### config.mk
export PLATFORM = sky130hd
export DESIGN_NAME = ps2_kbd_ctrl
export DESIGN_NICKNAME = d
export VERILOG_FILES = /design/src/rtl/ps2_kbd_ctrl.sv
export SDC_FILE = /design/constraint.sdc
export NUM_CORES = 1
export LEC_CHECK = 0
export CORE_MARGIN = 1
export CORE_UTILIZATION = 45
export DETAILED_ROUTE_END_ITERATION = 7
export PLACE_DENSITY = 0.73
export SYNTH_ARGS = -nofsm -noshare
export SYNTH_HDL_FRONTEND = slang
export SYNTH_SLANG_ARGS = --single-unit
### constraint.sdc
create_clock -name clk -period 2.6 [get_ports clk]
set_clock_uncertainty 0.05 [all_clocks]
set_input_delay 0.39 -clock clk [delete_from_list [all_inputs] [get_ports clk]]
set_output_delay 0.39 -clock clk [all_outputs]
set_load 0.05 [all_outputs]
### src/rtl/ps2_kbd_ctrl.sv
// PS/2 set-2 scan-code controller: drains the receiver FIFO, folds E0/F0 prefixes,
// tracks modifiers, filters typematic repeats and presents one key event at a time.
module ps2_kbd_ctrl #(
  parameter bit FILTER_REPEAT = 1'b1
) (
  input  logic       clk,
  input  logic       clrn,
  input  logic       kbd_ready,
  input  logic [7:0] kbd_data,
  input  logic       kbd_overflow,
  output logic       kbd_nextdata_n,
  output logic       key_valid,
  input  logic       key_ack,
  output logic [7:0] key_code,
  output logic       key_ext,
  output logic       key_break,
  output logic [7:0] key_ascii,
  output logic       shift,
  output logic       ctrl,
  output logic       caps,
  output logic       err_overflow
);

  typedef enum logic [1:0] {IDLE, POP, DECODE, EMIT} state_t;

  state_t     state_q, state_d;
  logic [7:0] byte_r;
  logic       ext_p, brk_p;
  logic       held_v, held_ext;
  logic [7:0] held_code;
  logic       is_e0, is_f0, is_ign, is_ev, rpt;
  logic [7:0] asc;

  // ASCII uses the modifier state as it was before this byte is applied.
  function automatic logic [7:0] to_ascii(input logic [7:0] code, input logic ext, brk,
                                          input logic sh, ct, cp);
    logic [4:0] li;
    logic       hit;
    logic [7:0] a;
    li  = '0;
    hit = 1'b1;
    a   = 8'h00;
    case (code)
      8'h1C: li = 5'd0;  8'h32: li = 5'd1;  8'h21: li = 5'd2;  8'h23: li = 5'd3;
      8'h24: li = 5'd4;  8'h2B: li = 5'd5;  8'h34: li = 5'd6;  8'h33: li = 5'd7;
      8'h43: li = 5'd8;  8'h3B: li = 5'd9;  8'h42: li = 5'd10; 8'h4B: li = 5'd11;
      8'h3A: li = 5'd12; 8'h31: li = 5'd13; 8'h44: li = 5'd14; 8'h4D: li = 5'd15;
      8'h15: li = 5'd16; 8'h2D: li = 5'd17; 8'h1B: li = 5'd18; 8'h2C: li = 5'd19;
      8'h3C: li = 5'd20; 8'h2A: li = 5'd21; 8'h1D: li = 5'd22; 8'h22: li = 5'd23;
      8'h35: li = 5'd24; 8'h1A: li = 5'd25;
      default: hit = 1'b0;
    endcase
    if (hit)
      a = ct ? ({3'b000, li} + 8'd1) : (((sh ^ cp) ? 8'h41 : 8'h61) + {3'b000, li});
    else
      case (code)
        8'h45: a = sh ? 8'h29 : 8'h30;
        8'h16: a = sh ? 8'h21 : 8'h31;
        8'h1E: a = sh ? 8'h40 : 8'h32;
        8'h26: a = sh ? 8'h23 : 8'h33;
        8'h25: a = sh ? 8'h24 : 8'h34;
        8'h2E: a = sh ? 8'h25 : 8'h35;
        8'h36: a = sh ? 8'h5E : 8'h36;
        8'h3D: a = sh ? 8'h26 : 8'h37;
        8'h3E: a = sh ? 8'h2A : 8'h38;
        8'h46: a = sh ? 8'h28 : 8'h39;
        8'h29: a = 8'h20;
        8'h5A: a = 8'h0D;
        8'h66: a = 8'h08;
        8'h0D: a = 8'h09;
        8'h76: a = 8'h1B;
        default: a = 8'h00;
      endcase
    if (brk)      a = 8'h00;
    else if (ext) a = (code == 8'h5A) ? 8'h0D : 8'h00;
    return a;
  endfunction

  always_comb begin
    is_e0   = (byte_r == 8'hE0);
    is_f0   = (byte_r == 8'hF0);
    is_ign  = byte_r inside {8'h00, 8'hFF, 8'hAA, 8'hFA, 8'hEE};
    is_ev   = !is_e0 && !is_f0 && !is_ign;
    rpt     = FILTER_REPEAT && !brk_p && held_v && (held_ext == ext_p) && (held_code == byte_r);
    asc     = to_ascii(byte_r, ext_p, brk_p, shift, ctrl, caps);
    state_d = state_q;
    case (state_q)
      IDLE:    if (kbd_ready) state_d = POP;
      POP:     state_d = DECODE;
      DECODE:  state_d = (is_ev && !rpt) ? EMIT : IDLE;
      EMIT:    if (key_ack) state_d = IDLE;
      default: state_d = IDLE;
    endcase
  end

  always_ff @(posedge clk) begin
    if (clrn) begin
      state_q        <= IDLE;
      kbd_nextdata_n <= 1'b1;
      byte_r         <= '0;
      ext_p          <= 1'b0;
      brk_p          <= 1'b0;
      held_v         <= 1'b0;
      held_ext       <= 1'b0;
      held_code      <= '0;
      key_valid      <= 1'b0;
      key_code       <= '0;
      key_ext        <= 1'b0;
      key_break      <= 1'b0;
      key_ascii      <= '0;
      shift          <= 1'b0;
      ctrl           <= 1'b0;
      caps           <= 1'b0;
      err_overflow   <= 1'b0;
    end else begin
      state_q        <= state_d;
      kbd_nextdata_n <= (state_d != POP);
      if (kbd_overflow) err_overflow <= 1'b1;
      if (state_q == POP) byte_r <= kbd_data;
      if (state_q == EMIT && key_ack) key_valid <= 1'b0;
      if (state_q == DECODE) begin
        if (is_e0) ext_p <= 1'b1;
        else if (is_f0) brk_p <= 1'b1;
        else begin
          ext_p <= 1'b0;
          brk_p <= 1'b0;
        end
        if (is_ev) begin
          if (!ext_p && (byte_r == 8'h12 || byte_r == 8'h59)) shift <= !brk_p;
          if (byte_r == 8'h14) ctrl <= !brk_p;
          if (!ext_p && byte_r == 8'h58 && !brk_p && !rpt) caps <= !caps;
          if (FILTER_REPEAT) begin
            if (brk_p) begin
              if (held_v && held_ext == ext_p && held_code == byte_r) held_v <= 1'b0;
            end else if (!rpt) begin
              held_v    <= 1'b1;
              held_ext  <= ext_p;
              held_code <= byte_r;
            end
          end
          if (!rpt) begin
            key_valid <= 1'b1;
            key_code  <= byte_r;
            key_ext   <= ext_p;
            key_break <= brk_p;
            key_ascii <= asc;
          end
        end
      end
    end
  end

endmodule

# Word-level counts from Yosys, hierarchy flattened
# Cells that the tools add are included.
word_totals:
  ff_bits: 46
  input_bits: 13
  out_inout_bits: 24
op_classes:
  n_eq_ne: 60
  n_addsub: 2
  n_mux: 33
  n_reduce_logical: 33
  n_bitwise: 4
ops:
  columns: ["cell", "n"]
  rows:
  - ["$eq A8 B6 Y1 const B", 23]
  - ["$pmux W5 S25", 1]
  - ["$pmux W7 S15", 1]
  - ["$eq A8 B7 Y1 const B", 12]
  - ["$eq A8 B5 Y1 const B", 9]
  - ["$eq A8 B8 Y1 const B", 6]
  - ["$mux W5", 8]
  - ["$mux W8", 4]
  - ["$reduce_or A26 Y1", 1]
  - ["$mux W7", 2]
  - ["$logic_and A1 B1 Y1", 13]
  - ["$reduce_and A3 Y1", 4]
  - ["$mux W1", 11]
  - ["$add A7 B5 Y8", 1]
  - ["$eq A8 B4 Y1 const B", 1]
  - ["$eq A8 B8 Y1", 1]
  - ["$logic_not A8 Y1", 1]
  - ["$pmux W2 S4", 1]
  - ["$reduce_and A4 Y1", 2]
  - ["$logic_not A1 Y1", 7]
  - ["$add A5 B1 Y6 const B", 1]
  - ["$mux W2", 3]
  - ["$mux W6", 1]
  - ["$reduce_bool A5 Y1", 1]
  - ["other kinds (11)", 17]

# Depth between registers and ports, before layout
depth:
  word_depth: 9
  depth_mapped: 10

# Least setup slack after synthesis
# OpenSTA, ideal clock, no wires.
synth_timing:
  kind: "reg2reg"
  start: "reg byte_r[0]"
  end: "reg key_ascii[1]"
  n_path_buf: 1
  slack_ns: 0.434
  setup_ns: 0.118
  synth_period_minus_slack_ns: 2.166
  stages_incl_launch_ff: 9
  arrival_time_ns: 1.998
  cell_sequence: "dfxtp_1 > buf_2 > or3b_1 > or4_1 > nand3_1 > or3_1 > ha_1 > a221oi_2 > o2bb2ai_1"
synth_between:
  elab_chain_len: 7
synth_lines:
  columns: ["element", "line", "rtl"]
  rows:
  - ["from (decl)", "27", "logic [7:0] byte_r;"]
  - ["from (signal assigned)", "119", "if (state_q == POP) byte_r <= kbd_data;"]
  - ["$eq A8 B5 Y1 (tied with other cells)", "43", "case (code)"]
  - ["$pmux W5 S25", "43", null]
  - ["$add A7 B5 Y8 / $add A5 B1 Y6 (equally long branches)", "54", "a = ct ? ({3'b000, li} + 8'd1) : (((sh ^ cp) ? 8'h41 : 8'h61) + {3'b000, li});"]
  - ["$mux W8", "54", null]
  - ["$mux W8", "53", "if (hit)"]
  - ["$mux W8", "75", "else if (ext) a = (code == 8'h5A) ? 8'h0D : 8'h00;"]
  - ["$mux W8", "74", "if (brk) a = 8'h00;"]
  - ["to (signal assigned)", "146", "key_ascii <= asc;"]
  - ["to (decl)", "17", "output logic [7:0] key_ascii,"]
# Parallel ways exist; a longest one is shown, timed or not.
# A chain may end at the register's enable or synchronous reset.

# Final worst setup path
layout_timing:
  start: "reg byte_r[2]"
  end: "reg key_ascii[1]"
# The elaborated chain is that of the path after synthesis.

==> results.md <==
- Mapped Avg Cell Area: 8.474 µm²
- Syn Nets: about 360
- CTS Buf Count: 5
- Startpoint types: flip-flop
- CTS clk-pin slew, worst paths: about 0.090 ns
- Antenna viol nets, final: 0
- Slowest cell on crit path: dfxtp_1
- Leak: ~1.3 nW
- Seq cells post-synth: 46
- Final GP Congestion: 0.8768
- Synthesized area: 2940 µm²
- Via density: a little under 6
- Commonest cells post-synth: nor2_1, dfxtp_1, mux2i_1
- Min cycle time layout: about 2.4 ns
- Largest net degree at the start of global routing: 33
- Power, Total: 1.472 mW
- Max clock buf depth: 2
- DP HPWL: between 5000 and 6000 µm
- Most used flip-flop cell after synthesis: dfxtp_1
- Iteration-0 DRC Markers: 184
- Slew Viols, Final: 0
- IO Pins: 37
- Core area: around 6300 µm²
- R2r setup slk: ~0.15 ns
- Yosys top cell area share: 31.32%
- Violated checks: DRC
- Post-DR wirelength/cell: 16.87 µm
- CP Capture Type: flip-flop
- Fraction of layout cells with a size suffix above 1: 16.88%
- Via count: ~2800
- Max-Cap Viols: 0
- Crit-path leading delay family: simple AND/OR/NAND/NOR gates
- Clk_lat worst skew: around 0.30 ns
- Synth Instances: between 300 and 400
- Yosys warns: 0
- Final-report setup violation count: 0
- Total grt overflow: 0
- Die Area: approximately 6900 µm²
- # port buffers: 36
- Final non-filler cell area: about 3600 µm²
- DRT Pass-1 Iters: 7
- Total clock sinks: 46
- Largest cells by area after synthesis: dfxtp_1, mux2i_1, nor2_1, xnor2_1, a21oi_1
- Number of synthesized flops with an enable pin: 0
- P&R area growth vs syn: 22.30%
- Pwr/cell area: 409.3 nW/µm²
- Post-synthesis compound-gate area fraction: about a fifth
- Nets@finish: about 400
- Starting density of the core: between 40 and 50%
- Max incr delay on CP: 0.53 ns
- Hold Crit Class: flip-flop to flip-flop
- Area of the multi-input gates: ~1800 µm²
- Post-CTS setup buffers: 0
- Worst Path Required: around 2.8 ns
- Crit path DAT: roughly 2.6 ns
- DRT Wirelength: 7995 µm
- DP Area: 3503 µm²
- Fin. Hold Viols: 0
- Post-synth ARST share: 0%
- Row cnt: 29
- Unrepaired setup endpoints after global routing: no
- Synth Area in Simple Gates: a little over a quarter
- Sequential Area: roughly 900 µm²
- Adder-cell share of the synthesized area: less than 1%
- Period utilization: between 90% and 100%
- Final hold slack: about 0.42 ns
- Peak supply drop: roughly 0.4 mV
- Setup TNS: 0 ns
- Final core occ: between 50 and 60%
- First-pass GRT wire length: 13540 µm
- H-tree Lvls: 2
- Total global routing track utilization: between 20% and 30%
- CTS Hold Bufs: 0
- DRC errors left: 2
- Clk root buf: clkbuf_8
- Crit path cell chain: or3b_1 -> or4_1 -> nand3_1 -> or3_1 -> ha_1 -> a221oi_2 -> o2bb2ai_1
- Sequential element share of the synthesized area: a little under a third
- CP bufs+invs: 0
- Fillers: around 600
- Largest family of logic cells by synthesized area: simple AND/OR/NAND/NOR gates
- Post-synth cell types: about 70
- Initial antenna violation count: 0
- CTS tree: built
- Max-slew headroom: roughly two thirds
- Number of global-route vias before repair: approximately 2700
- Die Y: around 83 µm
- Slew @ Worst Pin: approximately 0.53 ns
- Xor/xnor cell area share of the yosys netlist: under 10%
- CP max FO: 10
- Mux contribution to synthesized area: ~10%
- Inserted Diodes: 0
- F_max: about 400 MHz
- Status: finished, violations left
- Count leader, synth: nor2_1
- Crit path kind: flip-flop to flip-flop
- Die X: a little over 80 µm
- Largest area contributor in the netlist: dfxtp_1
==> report_power, final <==
part | internal [mW] | total (mW) | switching (mW)
clock network | 0.190 | 0.428 | 0.238
registers | 0.721 | 0.749 | 0.0286
logic | 0.132 | 0.294 | 0.162
==> per-stage QoR <==
step / setup WS [ns] / cells
floorplan: 0.4336 / 347
global placement: 0.03018 / 466
detailed placement: 0.01760 / 466
CTS: 0.02482 / 474
global route: 0.01031 / 474
finish: 0.1545 / 474
==> layout by cell type, fill, tap and decap left out, types with 4 or more instances in the layout <==
cell,count
nor2b_1,8
buf_4,38
or3_1,5
o21ai_0,10
mux2i_1,26
a31oi_1,7
clkdlybuf4s50_1,36
nand4_1,5
nor2_1,49
o2bb2ai_1,5
nand3_1,13
nand2_1,17
xnor2_1,11
clkbuf_8,5
inv_1,8
or4_1,4
dfxtp_2,5
dfxtp_1,41
a22oi_1,4
nand2b_1,6
a21oi_1,16
==> timing repair <==
action,4_1_cts,5_1_grt
gates cloned,0,0
resized for setup,1,4
endpoints found under the setup margin,1,4
==> kinds of logic (layout without fill, tap and decap cells) <==
group / after synthesis / after routing
adder cells (fa/ha/maj): 1 / 1
AO/OA/AOI/OAI: 78 / 78
buffers and inverters: 41 / 91
AND/OR/NAND/NOR: 138 / 138
XOR/XNOR: 14 / 14
flip-flops: 46 / 46
multiplexers: 29 / 29
==> state kept, by name, summed over array words and instances (netlist names) <==
name,cells
kbd_nextdata_n,1
key_code,8
shift,1
key_break,1
key_ascii,8
held_code,8
state_q,2
key_ext,1
held_v,1
byte_r,8
key_valid,1
ext_p,1
brk_p,1
ctrl,1
caps,1
err_overflow,1
held_ext,1
==> routing by layer <==
layer	up-vias	share of wire, %	GRT usage, %
met4	0	2.4	8.307
met5	-	0	0
met1	1305	47	32.32
met2	89	46	39.27
li1	1364	-	-
met3	20	4.2	3.976
==> cell type report <==
type                       count  area share (%)
clock buffer                   6           2.018
inverter                       8          0.8351
clock inverter                 2          0.3827
multi-input combinational    260           49.79
sequential                    46           25.78
tap                           77           2.679
timing repair buffer          75           18.51
==> final timing paths <==
path	from	end	cells after the start
max reg2reg	byte_r[2]	key_ascii[1]	7
max	byte_r[2]	key_ascii[1]	7
min	key_ascii[7]	key_ascii[7]	1
min reg2reg	key_ascii[7]	key_ascii[7]	1
(Power assumes the default switching activity.)
